--- src/rtl/snake_pkg.sv ---
// Shared constants for the snake pixel pipeline: cell codes, 12-bit RGB
// colours and board geometry defaults.
package snake_pkg;

  localparam int CELL_SHIFT   = 4;
  localparam int GRID_W       = 40;
  localparam int GRID_H       = 30;
  localparam int FLASH_FRAMES = 15;

  localparam logic [1:0] CELL_EMPTY = 2'b00;
  localparam logic [1:0] CELL_BODY  = 2'b01;
  localparam logic [1:0] CELL_HEAD  = 2'b10;
  localparam logic [1:0] CELL_FOOD  = 2'b11;

  localparam logic [11:0] COL_BLACK = 12'h000;
  localparam logic [11:0] COL_BG    = 12'h020;
  localparam logic [11:0] COL_BODY  = 12'h0F0;
  localparam logic [11:0] COL_HEAD  = 12'hFF0;
  localparam logic [11:0] COL_FOOD  = 12'hF00;
  localparam logic [11:0] COL_WALL  = 12'h888;
  localparam logic [11:0] COL_GRID  = 12'h111;

endpackage

--- src/rtl/snake_pixel_gen_if.sv ---
// Beam-in / board-RAM / VGA-out signal bundle for snake_pixel_gen.
// slave = the pixel generator, master = whoever drives the beam and RAM data.
interface snake_pixel_gen_if #(
  parameter int ADDR_W = 11
);
  logic [9:0]        x;
  logic [9:0]        y;
  logic              hsync_in;
  logic              vsync_in;
  logic              visible_in;
  logic              game_over;
  logic [ADDR_W-1:0] cell_addr;
  logic [1:0]        cell_data;
  logic [3:0]        red;
  logic [3:0]        green;
  logic [3:0]        blue;
  logic              hsync;
  logic              vsync;
  logic              frame_tick;

  modport master (
    output x, y, hsync_in, vsync_in, visible_in, game_over, cell_data,
    input  cell_addr, red, green, blue, hsync, vsync, frame_tick
  );

  modport slave (
    input  x, y, hsync_in, vsync_in, visible_in, game_over, cell_data,
    output cell_addr, red, green, blue, hsync, vsync, frame_tick
  );
endinterface

--- src/rtl/snake_flash_ctrl.sv ---
// Frame tick (falling edge of vsync_in) and game-over flash phase generator.
// The phase flips every FLASH_FRAMES ticks while game_over is held high.
module snake_flash_ctrl
  import snake_pkg::*;
#(
  parameter int FLASH_FRAMES = snake_pkg::FLASH_FRAMES
) (
  input  logic clk,
  input  logic rst,
  input  logic vsync_in,
  input  logic game_over,
  output logic frame_tick,
  output logic flash_phase
);
  localparam int CNT_W = $clog2(FLASH_FRAMES + 1);

  logic             vs_prev;
  logic             armed;
  logic [CNT_W-1:0] flash_cnt;

  // Registered vsync falling-edge detect; armed blocks a false edge right after reset.
  always_ff @(posedge clk) begin
    if (rst) begin
      vs_prev    <= 1'b1;
      armed      <= 1'b0;
      frame_tick <= 1'b0;
    end else begin
      vs_prev    <= vsync_in;
      armed      <= 1'b1;
      frame_tick <= armed & vs_prev & ~vsync_in;
    end
  end

  // Flash frame counter; dropping game_over clears it even on a tick cycle.
  always_ff @(posedge clk) begin
    if (rst || !game_over) begin
      flash_cnt   <= '0;
      flash_phase <= 1'b0;
    end else if (frame_tick) begin
      if (flash_cnt == CNT_W'(FLASH_FRAMES - 1)) begin
        flash_cnt   <= '0;
        flash_phase <= ~flash_phase;
      end else begin
        flash_cnt <= flash_cnt + 1'b1;
      end
    end
  end
endmodule

--- src/rtl/snake_pixel_gen.sv ---
// Snake pixel colour stage: maps beam position to a board cell, reads the
// cell code from board RAM and emits RGB with 2-cycle-matched syncs.
// Optional: define SNAKE_GRID_LINES_EN to draw a 111 grid over empty cells.
module snake_pixel_gen
  import snake_pkg::*;
#(
  parameter int CELL_SHIFT   = snake_pkg::CELL_SHIFT,
  parameter int GRID_W       = snake_pkg::GRID_W,
  parameter int GRID_H       = snake_pkg::GRID_H,
  parameter int ADDR_W       = 11,
  parameter int FLASH_FRAMES = snake_pkg::FLASH_FRAMES
) (
  input logic              clk,
  input logic              rst,
  snake_pixel_gen_if.slave bus
);
  localparam int CW = 10 - CELL_SHIFT;

  logic [CW-1:0]     col;
  logic [CW-1:0]     row;
  logic [ADDR_W-1:0] col_w;
  logic [ADDR_W-1:0] row_w;
  logic [ADDR_W-1:0] addr_next;
  logic              wall_next;

  logic [ADDR_W-1:0] addr_q;
  logic              wall_q;
  logic              vis_q;
  logic              hs_q1;
  logic              vs_q1;
  logic              hs_q2;
  logic              vs_q2;
  logic [11:0]       rgb_q;
  logic [11:0]       pix;
  logic              frame_tick_w;
  logic              flash_phase;
  logic              flash_on;

  assign col   = bus.x[9:CELL_SHIFT];
  assign row   = bus.y[9:CELL_SHIFT];
  assign col_w = ADDR_W'(col);
  assign row_w = ADDR_W'(row);

  // row*40 as two shifts; blanked beam positions read cell 0 to stay in range
  assign addr_next = bus.visible_in ? (row_w << 5) + (row_w << 3) + col_w : '0;
  assign wall_next = (col == CW'(0)) || (col == CW'(GRID_W - 1)) ||
                     (row == CW'(0)) || (row == CW'(GRID_H - 1));

`ifdef SNAKE_GRID_LINES_EN
  logic grid_next;
  logic grid_q;
  assign grid_next = (bus.x[CELL_SHIFT-1:0] == '0) || (bus.y[CELL_SHIFT-1:0] == '0);

  // Carry the cell-offset flag alongside the address stage.
  always_ff @(posedge clk) begin
    if (rst) grid_q <= 1'b0;
    else     grid_q <= grid_next;
  end
`endif

  assign flash_on = bus.game_over & flash_phase;

  // Colour select for the pixel whose cell data is arriving this cycle.
  always_comb begin
    pix = COL_BLACK;
    if (!vis_q) begin
      pix = COL_BLACK;
    end else if (wall_q) begin
      pix = COL_WALL;
    end else begin
      case (bus.cell_data)
        CELL_EMPTY: begin
          pix = COL_BG;
`ifdef SNAKE_GRID_LINES_EN
          if (grid_q) pix = COL_GRID;
`endif
        end
        CELL_BODY: pix = flash_on ? COL_FOOD : COL_BODY;
        CELL_HEAD: pix = flash_on ? COL_FOOD : COL_HEAD;
        default:   pix = COL_FOOD;
      endcase
    end
  end

  // Two-stage pipeline: address/flags, then colour, with syncs riding along.
  always_ff @(posedge clk) begin
    if (rst) begin
      addr_q <= '0;
      wall_q <= 1'b0;
      vis_q  <= 1'b0;
      hs_q1  <= 1'b1;
      vs_q1  <= 1'b1;
      hs_q2  <= 1'b1;
      vs_q2  <= 1'b1;
      rgb_q  <= '0;
    end else begin
      addr_q <= addr_next;
      wall_q <= wall_next;
      vis_q  <= bus.visible_in;
      hs_q1  <= bus.hsync_in;
      vs_q1  <= bus.vsync_in;
      hs_q2  <= hs_q1;
      vs_q2  <= vs_q1;
      rgb_q  <= pix;
    end
  end

  snake_flash_ctrl #(
    .FLASH_FRAMES(FLASH_FRAMES)
  ) u_flash (
    .clk        (clk),
    .rst        (rst),
    .vsync_in   (bus.vsync_in),
    .game_over  (bus.game_over),
    .frame_tick (frame_tick_w),
    .flash_phase(flash_phase)
  );

  assign bus.cell_addr  = addr_q;
  assign bus.red        = rgb_q[11:8];
  assign bus.green      = rgb_q[7:4];
  assign bus.blue       = rgb_q[3:0];
  assign bus.hsync      = hs_q2;
  assign bus.vsync      = vs_q2;
  assign bus.frame_tick = frame_tick_w;
endmodule

--- src/flat_wrapper.sv ---
// flat-port wrapper written by rule: the top's interface ports become plain ports
module snake_pixel_gen_flat import snake_pkg::*;
#(
  parameter int CELL_SHIFT   = snake_pkg::CELL_SHIFT,
  parameter int GRID_W       = snake_pkg::GRID_W,
  parameter int GRID_H       = snake_pkg::GRID_H,
  parameter int ADDR_W       = 11,
  parameter int FLASH_FRAMES = snake_pkg::FLASH_FRAMES
)
  (clk, rst, bus_x, bus_y, bus_hsync_in, bus_vsync_in, bus_visible_in, bus_game_over, bus_cell_data, bus_cell_addr, bus_red, bus_green, bus_blue, bus_hsync, bus_vsync, bus_frame_tick);
  snake_pixel_gen_if #(.ADDR_W(ADDR_W)) bus_i ();
  input logic clk;
  input logic rst;
  input wire logic [$bits(bus_i.x)-1:0] bus_x;
  input wire logic [$bits(bus_i.y)-1:0] bus_y;
  input wire logic [$bits(bus_i.hsync_in)-1:0] bus_hsync_in;
  input wire logic [$bits(bus_i.vsync_in)-1:0] bus_vsync_in;
  input wire logic [$bits(bus_i.visible_in)-1:0] bus_visible_in;
  input wire logic [$bits(bus_i.game_over)-1:0] bus_game_over;
  input wire logic [$bits(bus_i.cell_data)-1:0] bus_cell_data;
  output wire logic [$bits(bus_i.cell_addr)-1:0] bus_cell_addr;
  output wire logic [$bits(bus_i.red)-1:0] bus_red;
  output wire logic [$bits(bus_i.green)-1:0] bus_green;
  output wire logic [$bits(bus_i.blue)-1:0] bus_blue;
  output wire logic [$bits(bus_i.hsync)-1:0] bus_hsync;
  output wire logic [$bits(bus_i.vsync)-1:0] bus_vsync;
  output wire logic [$bits(bus_i.frame_tick)-1:0] bus_frame_tick;
  assign bus_i.x = bus_x;
  assign bus_i.y = bus_y;
  assign bus_i.hsync_in = bus_hsync_in;
  assign bus_i.vsync_in = bus_vsync_in;
  assign bus_i.visible_in = bus_visible_in;
  assign bus_i.game_over = bus_game_over;
  assign bus_i.cell_data = bus_cell_data;
  assign bus_cell_addr = bus_i.cell_addr;
  assign bus_red = bus_i.red;
  assign bus_green = bus_i.green;
  assign bus_blue = bus_i.blue;
  assign bus_hsync = bus_i.hsync;
  assign bus_vsync = bus_i.vsync;
  assign bus_frame_tick = bus_i.frame_tick;
  snake_pixel_gen #(.CELL_SHIFT(CELL_SHIFT), .GRID_W(GRID_W), .GRID_H(GRID_H), .ADDR_W(ADDR_W), .FLASH_FRAMES(FLASH_FRAMES)) u_core (.clk(clk), .rst(rst), .bus(bus_i));
endmodule
--- config.mk ---
export PLATFORM = sky130hd
export DESIGN_NAME = snake_pixel_gen_flat
export DESIGN_NICKNAME = d
export VERILOG_FILES = /design/src/rtl/snake_pkg.sv /design/src/rtl/snake_pixel_gen_if.sv /design/src/rtl/snake_flash_ctrl.sv /design/src/rtl/snake_pixel_gen.sv /design/src/flat_wrapper.sv
export SDC_FILE = /design/constraint.sdc
export NUM_CORES = 1
export LEC_CHECK = 0
export ABC_AREA = 1
export CAP_MARGIN = 25
export CORE_ASPECT_RATIO = 1.2
export CORE_MARGIN = 10
export CORE_UTILIZATION = 46
export DETAILED_ROUTE_END_ITERATION = 7
export GPL_TIMING_DRIVEN = 0
export PLACE_DENSITY = 0.82
export SETUP_SLACK_MARGIN = 0.4
export SLEW_MARGIN = 5
export SYNTH_ARGS = -nofsm -noshare
export SYNTH_HDL_FRONTEND = slang
export SYNTH_SLANG_ARGS = --single-unit
--- constraint.sdc ---
create_clock -name clk -period 6.5 [get_ports clk]
set_clock_uncertainty 0.2 [all_clocks]
set_input_delay 1.3 -clock clk [delete_from_list [all_inputs] [get_ports clk]]
set_output_delay 1.3 -clock clk [all_outputs]
set_load 0.01 [all_outputs]
-- Word level (Yosys, flattened, before mapping)
Index checks and enable logic that the tools add are counted.
- $add $sub $neg: 3
- equality and inequality tests: 5
- bitwise logic cells: 7
- reduce and logical (&&, ||, !) cells: 12
- multiplexer cells: 6
- operators by type and width (kind ; count):
    12-bit case mux with 3 select lines ; 1
    12-bit 2-to-1 mux ; 2
    6-bit zero test ; 2
    11-bit by 6-bit adder with 11-bit output ; 1
    11-bit by 9-bit adder with 11-bit output ; 1
    8-bit 2-to-1 mux ; 1
    6-bit by 5-bit == test with 1-bit output, second input constant ; 1
    6-bit == test, second input constant ; 1
    4-bit by 1-bit adder with 4-bit output, second input constant ; 1
    4-bit == test, second input constant ; 1
    1-bit logical OR ; 4
    4-bit 2-to-1 mux ; 1
    1-bit inverter ; 4
    2-bit OR reduction ; 2
    1-bit bitwise AND ; 3
    3-bit OR reduction ; 1
    2-bit by 1-bit == test with 1-bit output, second input constant ; 1
    2-bit == test, second input constant ; 1
    2-bit zero test ; 1
    2-bit AND reduction ; 1
    1-bit zero test ; 1
    1-bit 2-to-1 mux ; 1
- register bits: 36
- bits of input ports: 28
- output and inout port bits: 26

-- Longest topological paths before layout
Gate-level depths: netlist of the first run.
- word-level depth: 4
- mapped depth: 11
- depth with buffers taken out: 11

-- Cells and area by module
Synthesis of the first run repeated with hierarchy kept, for this count alone.
- cell total of the unflattened synthesis: 178
- area total of the unflattened synthesis: 1425.1 um^2
- by module, submodules not included (module ; cells each ; area an instance (um^2) ; instances ; seq. area each (um^2)):
    snake_pixel_gen ; 137 ; 1101.1 ; 1 ; 460.4
    snake_flash_ctrl ; 41 ; 324.1 ; 1 ; 160.2

-- Worst setup path after synthesis of the first run
OpenSTA, ideal clock, no wires.
- kind: input -> register
- start point: input bus_y[4]
- end point: register u_core.addr_q[8], in the netlist u_core.bus.cell_addr[8]
- stages: 9
- library setup time: 114 ps
- data required time: 6186 ps
- arrival time: 2771 ps
- path buffers: 0
- slack: 3415 ps
- cell sequence: inv_1 fa_1 inv_1 fa_1 nand2_1 nand2_1 and2_1 nor2_1 nor2_2
- cells in the longest elaborated chain, start to end: 2
- RTL lines (element ; RTL line ; source):
    from (decl) ; flat_wrapper.sv:15 ; input wire logic [$bits(bus_i.y)-1:0] bus_y;
    11-bit by 9-bit adder with 11-bit output ; snake_pixel_gen.sv:45 ; assign addr_next = bus.visible_in ? (row_w << 5) + (row_w << 3) + col_w : '0;
    11-bit by 6-bit adder with 11-bit output ; snake_pixel_gen.sv:45 ;
    to (signal assigned) ; snake_pixel_gen.sv:97 ; addr_q <= addr_next;
    to (decl) ; snake_pixel_gen.sv:26 ; logic [ADDR_W-1:0] addr_q;
No other way between the ends.
A chain may end at the register's enable or synchronous reset.

-- Worst setup path after layout of the first run
Same ends and word-level chain as after synthesis.

==> results of run 1 <==
## per-stage QoR
stage | worst slack [ns] | hold WS (ns) | std cells | utilization [%] | area (sq um)
final | 3.09 | 0.222 | 258 | 67.3 | 1910
after global routing | 2.96 | 0.239 | 258 | 67.3 | 1910
after CTS | 3.10 | 0.224 | 258 | 67.3 | 1910
after detailed placement | 2.74 | 0.201 | 250 | 65.2 | 1850
after global placement | 2.78 | 0.194 | 250 | 65.2 | 1850
after floorplan | 3.41 | 0.189 | 174 | - | 1390
## power groups by stage
stage / clock [W] / sequential [W] / combinational [W]
after floorplan: 0 / 0.000202 / 0.0000410
after global placement: 0 / 0.000198 / 0.0000789
after detailed placement: 0 / 0.000198 / 0.0000809
after CTS: 0.000118 / 0.000194 / 0.0000813
after global routing: 0.000128 / 0.000195 / 0.0000919
final: 0.000113 / 0.000194 / 0.0000803
## layer usage
layer | up-vias | wire (um) | track usage [%]
li1 | 640 | - | -
met1 | 537 | 1110 | 10.7
met2 | 34 | 1480 | 20.2
met3 | 8 | 233 | 5.72
met4 | 0 | 66 | 6.32
met5 | - | 0 | 0
## worst min-delay path by stage
stage                                            start                                    to  slack (ns)  cells after the start
final                          u_core.hs_q1$_SDFF_PP1_           u_core.bus.hsync$_SDFF_PP1_        0.22                      1
after global placement         u_core.hs_q1$_SDFF_PP1_           u_core.bus.hsync$_SDFF_PP1_        0.19                      1
after global routing      u_core.u_flash.armed$_DFF_P_  u_core.u_flash.frame_tick$_SDFF_PP0_        0.24                      2
after detailed placement       u_core.hs_q1$_SDFF_PP1_           u_core.bus.hsync$_SDFF_PP1_        0.20                      1
after floorplan                u_core.hs_q1$_SDFF_PP1_           u_core.bus.hsync$_SDFF_PP1_        0.19                      1
after CTS                      u_core.hs_q1$_SDFF_PP1_           u_core.bus.hsync$_SDFF_PP1_        0.22                      1
## area by class of cell
cell class | count | area [sq um] | share of cell area, %
Inverter | 25 | 98.8 | 5.18
Tap cell | 34 | 42.5 | 2.23
Clock inverter | 1 | 5.00 | 0.262
Sequential cell | 30 | 601 | 31.5
Timing Repair Buffer | 42 | 420 | 22.0
Buffer | 6 | 45.0 | 2.36
Multi-Input combinational cell | 113 | 642 | 33.6
Clock buffer | 7 | 55.1 | 2.88
## critical path: stages
cell and delay [ns]:
clkdlybuf4s50_1 0.52, inv_1 0.08, fa_1 0.53, inv_1 0.07, fa_1 0.44, nand2_1 0.10
nand2_1 0.08, and2_1 0.15, nor2_1 0.11, nor2_2 0.05
## sequential cells by signal, summed over array words and instances, names as in the netlist
signal / count
u_core.vs_q1: 1
u_core.u_flash.flash_phase: 1
u_core.vis_q: 1
u_core.rgb_q: 6
u_core.u_flash.armed: 1
u_core.bus.vsync: 1
u_core.bus.cell_addr: 11
u_core.u_flash.flash_cnt: 4
u_core.wall_q: 1
u_core.u_flash.frame_tick: 1
u_core.hs_q1: 1
u_core.bus.hsync: 1
## synthesized netlist by cell type
cell type,count
buf_4,6
nor2_2,2
nand2_1,29
a31oi_1,1
nor3_1,1
nor2_1,24
o22ai_1,1
and2_1,1
dfxtp_1,30
o21ai_0,3
or2_0,1
a21oi_1,11
nand3_1,9
nor4_2,1
nand3b_1,1
nand4_1,1
o21ai_1,3
fa_1,2
inv_1,23
or2_1,2
nand2_2,1
a211oi_1,1
nor3_2,1
conb_1,1
inv_2,1
or2_2,3
ha_1,11
inv_6,1
## cell families after synthesis
family,count (synthesis),share of synthesized area [%]
flip-flops,30,43.6
other,1,0.272
AND/OR/NAND/NOR,77,25.2
buffers and inverters,31,10.4
AO/OA/AOI/OAI,20,7.62
adder cells (fa/ha/maj),13,12.9
==> results.md, run 1 <==
STA:
- The max-slew violation total from the final report was 0.
- The worst path in the final design needs a cycle of roughly 3.4 ns, including I/O delays and setup.
- The count of final hold-check violations is 0.
- The final-report setup violation count is 0.
- Timing would allow up to roughly 0.29 GHz.
- The share of the cycle needed by the critical path after routing is roughly 53%.
- Setup repair after global routing left no endpoint under its margin.
- The final-layout setup total negative slack is 0 ns.

Floorplan:
- The starting utilization of the core area is 48.6%.
- The die covers 5600 sq um.
- The number of top-level pins is 54.
- The area of the core is 2840 sq um.
- The x dimension of the die is 70.0 um.
- The floorplan has 21 rows.
- From bottom edge to top edge, the die measures between 70 and 80 um.

Clock network:
- The deepest level of the CTS H-tree is 2.
- The clock slew at the register clock pins of the worst setup and hold paths is around 0.090 ns.
- The clock buffer count from CTS is 5.
- The number of gates resized after CTS was 0.
- The buffer depth of the longest clock path is 2.
- The CTS tree is yes.
- The clock sink total is 30.
- At the later pin of the worst-skew pair, clock insertion delay measures about 0.32 ns.
- The count of buffers added by post-CTS timing repair for setup is 0.
- Hold repair after CTS inserted 0 buffers.
- In this run the clock root is driven by a clkbuf_4.

Critical path:
- The worst setup path is of the in -> reg kind.
- The worst-case register-to-register setup slack is approximately 5.3 ns.
- The critical path required time is 6.53 ns.
- The critical path startpoint is bus_y[4].
- The endpoint type of the worst setup path is a flop.
- In this run the worst path has a maximum fanout of 4.
- The most critical setup path has its endpoint at u_core.bus.cell_addr[8]$_SDFF_PP0_.
- Counting cells, the worst reg-to-reg path comes to 5.
- The data arrival time at the worst-slack endpoint is around 3.4 ns.
- The startpoint identified for the worst register-to-register timing path is u_core.u_flash.frame_tick$_SDFF_PP0_.
- STA classifies the critical path startpoint as a primary input.
- The critical register-to-register path endpoint is u_core.u_flash.flash_cnt[3]$_SDFFE_PP0P_.

Logic synthesis:
- Counting distinct cell types in the post-synthesis netlist gives 28.
- The area share of the largest cell type after synthesis is 43.6%.
- The synthesized design spends more area on one cell type than any other, namely dfxtp_1.
- The cell area after synthesis is around 1400 sq um.
- Yosys printed 0 warnings.
- The mean area per synthesized cell is 8.02 sq um.
- The synthesized design contains 30 register bits.
- Summing the sequential cell areas from Yosys gives between 40% and 50% of the chip area.
- After synthesis, the cell types taking the most area are dfxtp_1, ha_1, nand2_1.
- The number of standard cells after synthesis is approximately 170.

Global routing:
- The overall routing resource usage is 11.5%.
- The pin count of the biggest net entering global routing is 10.
- The global-route wire length before repair is about 5.2 mm.
- Summed over all layers, the global routing overflow is 0.
- The number of antenna violations at the first check in global routing was 0.
- The number of global-route vias before repair came to 1288.

Route:
- The routed wirelength normalized by instance count is around 11 um.
- In the routed design, unresolved DRC markers number 0.
- The post-route antenna net violation count is 0.
- The first-pass detailed-route iteration total is 4.
- After detailed routing, the total wire length is between 2 and 3 mm.
- The vias per cell is roughly 4.7.
- Detailed routing inserted a total of between 1000 and 1500 vias.
- For this block, the initial DRC count from the detailed router was 41.

Final layout:
- Leaving out fill and tap cells, the most frequent cell in the layout is clkdlybuf4s50_1.
- The count of fill cells added during filler insertion is 244.
- The layout overhead on the synthesized area is 38.5%.
- In the layout the commonest cells are clkdlybuf4s50_1, dfxtp_1, nand2_1.
- The number of diodes is 0.
- In the final design database the tool counted between 200 and 300 nets.
- The post-route netlist has around a tenth of its cells at a drive strength greater than 1.

Pwr:
- Net switching is 26.4% of the power.
- IR analysis of the VDD net gives a maximum drop of about 0.16 mV.
- The share of power burned in registers is around half.
- The leakage power figure is approximately 0.87 nW.
- The net switching power of the design is roughly 0.0001 W.
- Internal power comes to 0.000285 W.
- Per report_power, the combinational group accounts for around 21% of the total.
- In this run the power density over the cells is about 200 nW/um^2.
- Power comes to 0.000387 W.
- The clock group share of total power is 29.2%.

Placement:
- The final weighted congestion of routability-driven global placement is roughly 0.8.
- The number of I/O port buffers is 42.
- The detailed placement HPWL is about 2.4 mm.

Worst hold path:
- The class of the most critical hold timing path is reg -> reg.

Flow run:
- The max-capacitance violation count is 0.

Run status:
- The flow ran to the end, and the final reports show no timing, DRC or antenna violations.
Power figures use the tool's default switching activity.
==> inputs of run 2 (changes only) <==
--- a/config.mk
+++ b/config.mk
@@ -9,10 +9,10 @@
 export CAP_MARGIN = 25
 export CORE_ASPECT_RATIO = 1.2
 export CORE_MARGIN = 10
-export CORE_UTILIZATION = 46
+export CORE_UTILIZATION = 43
 export DETAILED_ROUTE_END_ITERATION = 7
 export GPL_TIMING_DRIVEN = 0
-export PLACE_DENSITY = 0.82
+export PLACE_DENSITY = 0.77
 export SETUP_SLACK_MARGIN = 0.4
 export SLEW_MARGIN = 5
 export SYNTH_ARGS = -nofsm -noshare
==> constraint.sdc (replaced) <==
create_clock -name clk -period 3.53 [get_ports clk]
set_clock_uncertainty 0.2 [all_clocks]
set_input_delay 0.706 -clock clk [delete_from_list [all_inputs] [get_ports clk]]
set_output_delay 0.706 -clock clk [all_outputs]
set_load 0.01 [all_outputs]
==> results.md, run 2 (synthesis results as in run 1) <==
Run status:
- The run finished with clean final reports.

Final layout:
- The number of diodes is 0 (unchanged).
- In the layout the commonest cells are clkdlybuf4s50_1, dfxtp_1, nand2_1.
- Leaving out fill and tap cells, the most frequent cell in the layout is clkdlybuf4s50_1.
- The final instance area is 1910 sq um (+0.13%).
- The net total in the final layout came to 264 (unchanged).
- The number of flip-flops under the largest register name is 11 (unchanged).
- The count of fill cells added during filler insertion is 272 (+11%).
- The layout overhead on the synthesized area is 38.7%.
- The count of placed standard cells in the final layout, fillers left out is 260 (+0.78%).
- The share of cells above drive strength 1 came to 10.3% (unchanged).

Critical path:
- The data arrival time at the worst-slack endpoint is 2.84 ns (-0.60 ns).
- The critical path required time came to 3.56 ns (-2.97 ns).
- The delay of the slowest critical-path stage is 0.53 ns (about the same).
- The endpoint type of the worst setup path is a flop.
- The nature of the critical path startpoint is a primary input.
- The classification of the worst setup path is in -> reg.
- The maximum fanout encountered on the critical timing path is 4 (unchanged).
- The highest-delay cell along the critical path is fa_1.
- Traced cell by cell, the critical path runs through clkdlybuf4s50_1 > inv_1 > fa_1 > inv_1 > fa_1 > nand2_1 > nand2_1 > and2_1 > nor2_1 > nor2_2.

Placement:
- The cell area after placement was 1850 sq um (+0.14%).
- The final weighted congestion of routability-driven global placement is 0.801 (-1.0%).
- The total placed cells including tap cells came to 252 (+0.80%).
- The number of I/O port buffers is 42 (unchanged).
- The detailed placement HPWL came to 2.46 mm (+0.61%).
- The worst-case setup slack after placement is 0.363 ns (-2.38 ns).

Pwr:
- The proportion of total power due to net switching is 26.9% (+0.52 points).
- The peak supply drop was 0.285 mV (+82%).
- The net switching power of the design came to 0.000194 W (+89%).
- The leakage power figure is 0.873 nW (unchanged).
- The internal power consumption is 0.000525 W (+84%).
- The combinational share of power is 20.7% (about the same).
- The share of power burned in registers was 49.7% (-0.4 points).
- The areal power density over the cells is 376 nW/um^2 (+85%).
- The clock group share of total power is 29.5% (+0.3 points).

Global routing:
- The overall routing resource usage is 10.9% (-0.57 points).
- The pin count of the biggest net entering global routing is 10 (unchanged).
- The number of antenna violations at the first check in global routing is 0 (unchanged).
- The number of global-route vias before repair is 1224 (-5.0%).
- The global-route wire length before repair is 5.14 mm (-2.0%).
- The leftover overflow at the end of global routing is 0 (unchanged).

STA:
- The count of final hold-check violations is 0 (unchanged).
- The highest clock rate is between 0.3 and 0.4 GHz.
- The max-slew violation total from the final report is 0 (unchanged).
- The final-layout setup total negative slack is 0 ns (unchanged).
- The worst hold margin is 0.216 ns (-0.00663 ns).
- The share of the cycle needed by the critical path after routing is 79.5%.
- The final-report setup violation count is 0 (unchanged).
- The final critical-path setup slack is 0.724 ns (-2.36 ns).
- The time the final worst path needs with I/O delays and setup is 2.81 ns.
- Setup repair after global routing left no endpoint under its margin.

Clock network:
- The clock slew at the register clock pins of the worst setup and hold paths is 0.08 ns (about the same).
- The buffer depth of the longest clock path came to 2 (unchanged).
- The count of buffers added by post-CTS timing repair for setup is 0 (unchanged).
- The total of hold buffers inserted after clock tree synthesis is 0 (unchanged).
- The number of instances resized during post-cts repair is 0 (unchanged).
- The clock buffer count from CTS is 5 (unchanged).
- The latest clock arrival within the worst-skew pair came to 0.34 ns (+0.02 ns).
- The cell sitting at the root of the clock tree is a clkbuf_4.
- The deepest level of the CTS H-tree came to 2 (unchanged).
- The clock sink total is 30 (unchanged).
- The CTS tree is yes.

Floorplan:
- The height of the chip is 82.0 um (+2.6%).
- The starting utilization of the core area was 44.7% (-3.9 points).
- The area of the core is 3080 sq um (+8.6%).
- The number of rows in the core area is 22 (+4.8%).
- The number of top-level pins came to 54 (unchanged).
- The die area is 5880 sq um (+5.1%).
- The x dimension of the die is 71.7 um (+2.4%).

Flow run:
- The max-capacitance violation count is 0 (unchanged).

Route:
- The vias after detailed routing is 1200 (-1.6%).
- The routed wirelength normalized by instance count is 11.4 um (+1.6%).
- The number of DRC markers in iteration 0 is 45 (+9.8%).
- The remaining design rule violation count is 0 (unchanged).
- The post-route antenna net violation count came to 0 (unchanged).
- The first-pass detailed-route iteration total is 4 (unchanged).
- The vias per cell came to 4.62 (-2.3%).
- The final wirelength is 2.96 mm (+2.4%).

Worst hold path:
- In this run the worst hold path is classified as reg -> reg.
## run 2: cell counts in the layout (fill, tap and decap cells not counted)
No cell type changed its count.
## run 2: metrics by stage
step	util, %	total power (W)
3_3_place_gp	60.1	0.000512
4_1_cts	62.0	0.000727
2_1_floorplan	-	0.000447
3_5_place_dp	60.1	0.000515
5_1_grt	62.0	0.000764
6_report	62.0	0.000719
## run 2: worst paths after layout
kind	start	endpoint	slack [ns]	cells after the start
min	u_core.hs_q1$_SDFF_PP1_	u_core.bus.hsync$_SDFF_PP1_	0.22	1
max reg2reg	u_core.u_flash.frame_tick$_SDFF_PP0_	u_core.u_flash.flash_cnt[3]$_SDFFE_PP0P_	2.31	5
min reg2reg	u_core.hs_q1$_SDFF_PP1_	u_core.bus.hsync$_SDFF_PP1_	0.22	1
max	bus_y[4]	u_core.bus.cell_addr[8]$_SDFF_PP0_	0.72	10
## run 2: final cells by class
cell class                 count  area [sq um]  share of cell area, %
multi-input combinational    113           642                   33.6
sequential                    30           601                   31.4
timing repair buffer          42           420                   22.0
inverter                      25          98.8                   5.17
clock buffer                   7          55.1                   2.88
buffer                         6          45.0                   2.36
tap                           36          45.0                   2.36
clock inverter                 1          5.00                  0.262
## run 2: worst max-delay path, delay by kind of cell
| family | cells | cell delay (ns) |
|---|---|---|
| fa+ha+maj | 2 | 0.97 |
| buf+inv | 3 | 0.67 |
| simple gates | 5 | 0.50 |
## run 2: per-layer routing
layer	GRT usage (%)	vias up	part of all wire, %
met4	6.20	0	2.6
met5	0	-	0
li1	-	637	-
met2	19.1	32	51
met3	5.31	10	7.8
met1	10.3	521	39
## run 2: power by group through the flow
| stage | Clock [W] | Sequential [W] | Combinational, W |
|---|---|---|---|
| floorplan | 0 | 0.000372 | 0.0000755 |
| global placement | 0 | 0.000365 | 0.000147 |
| detailed placement | 0 | 0.000366 | 0.000149 |
| CTS | 0.000219 | 0.000358 | 0.000151 |
| global route | 0.000234 | 0.000359 | 0.000171 |
| finish | 0.000212 | 0.000357 | 0.000149 |
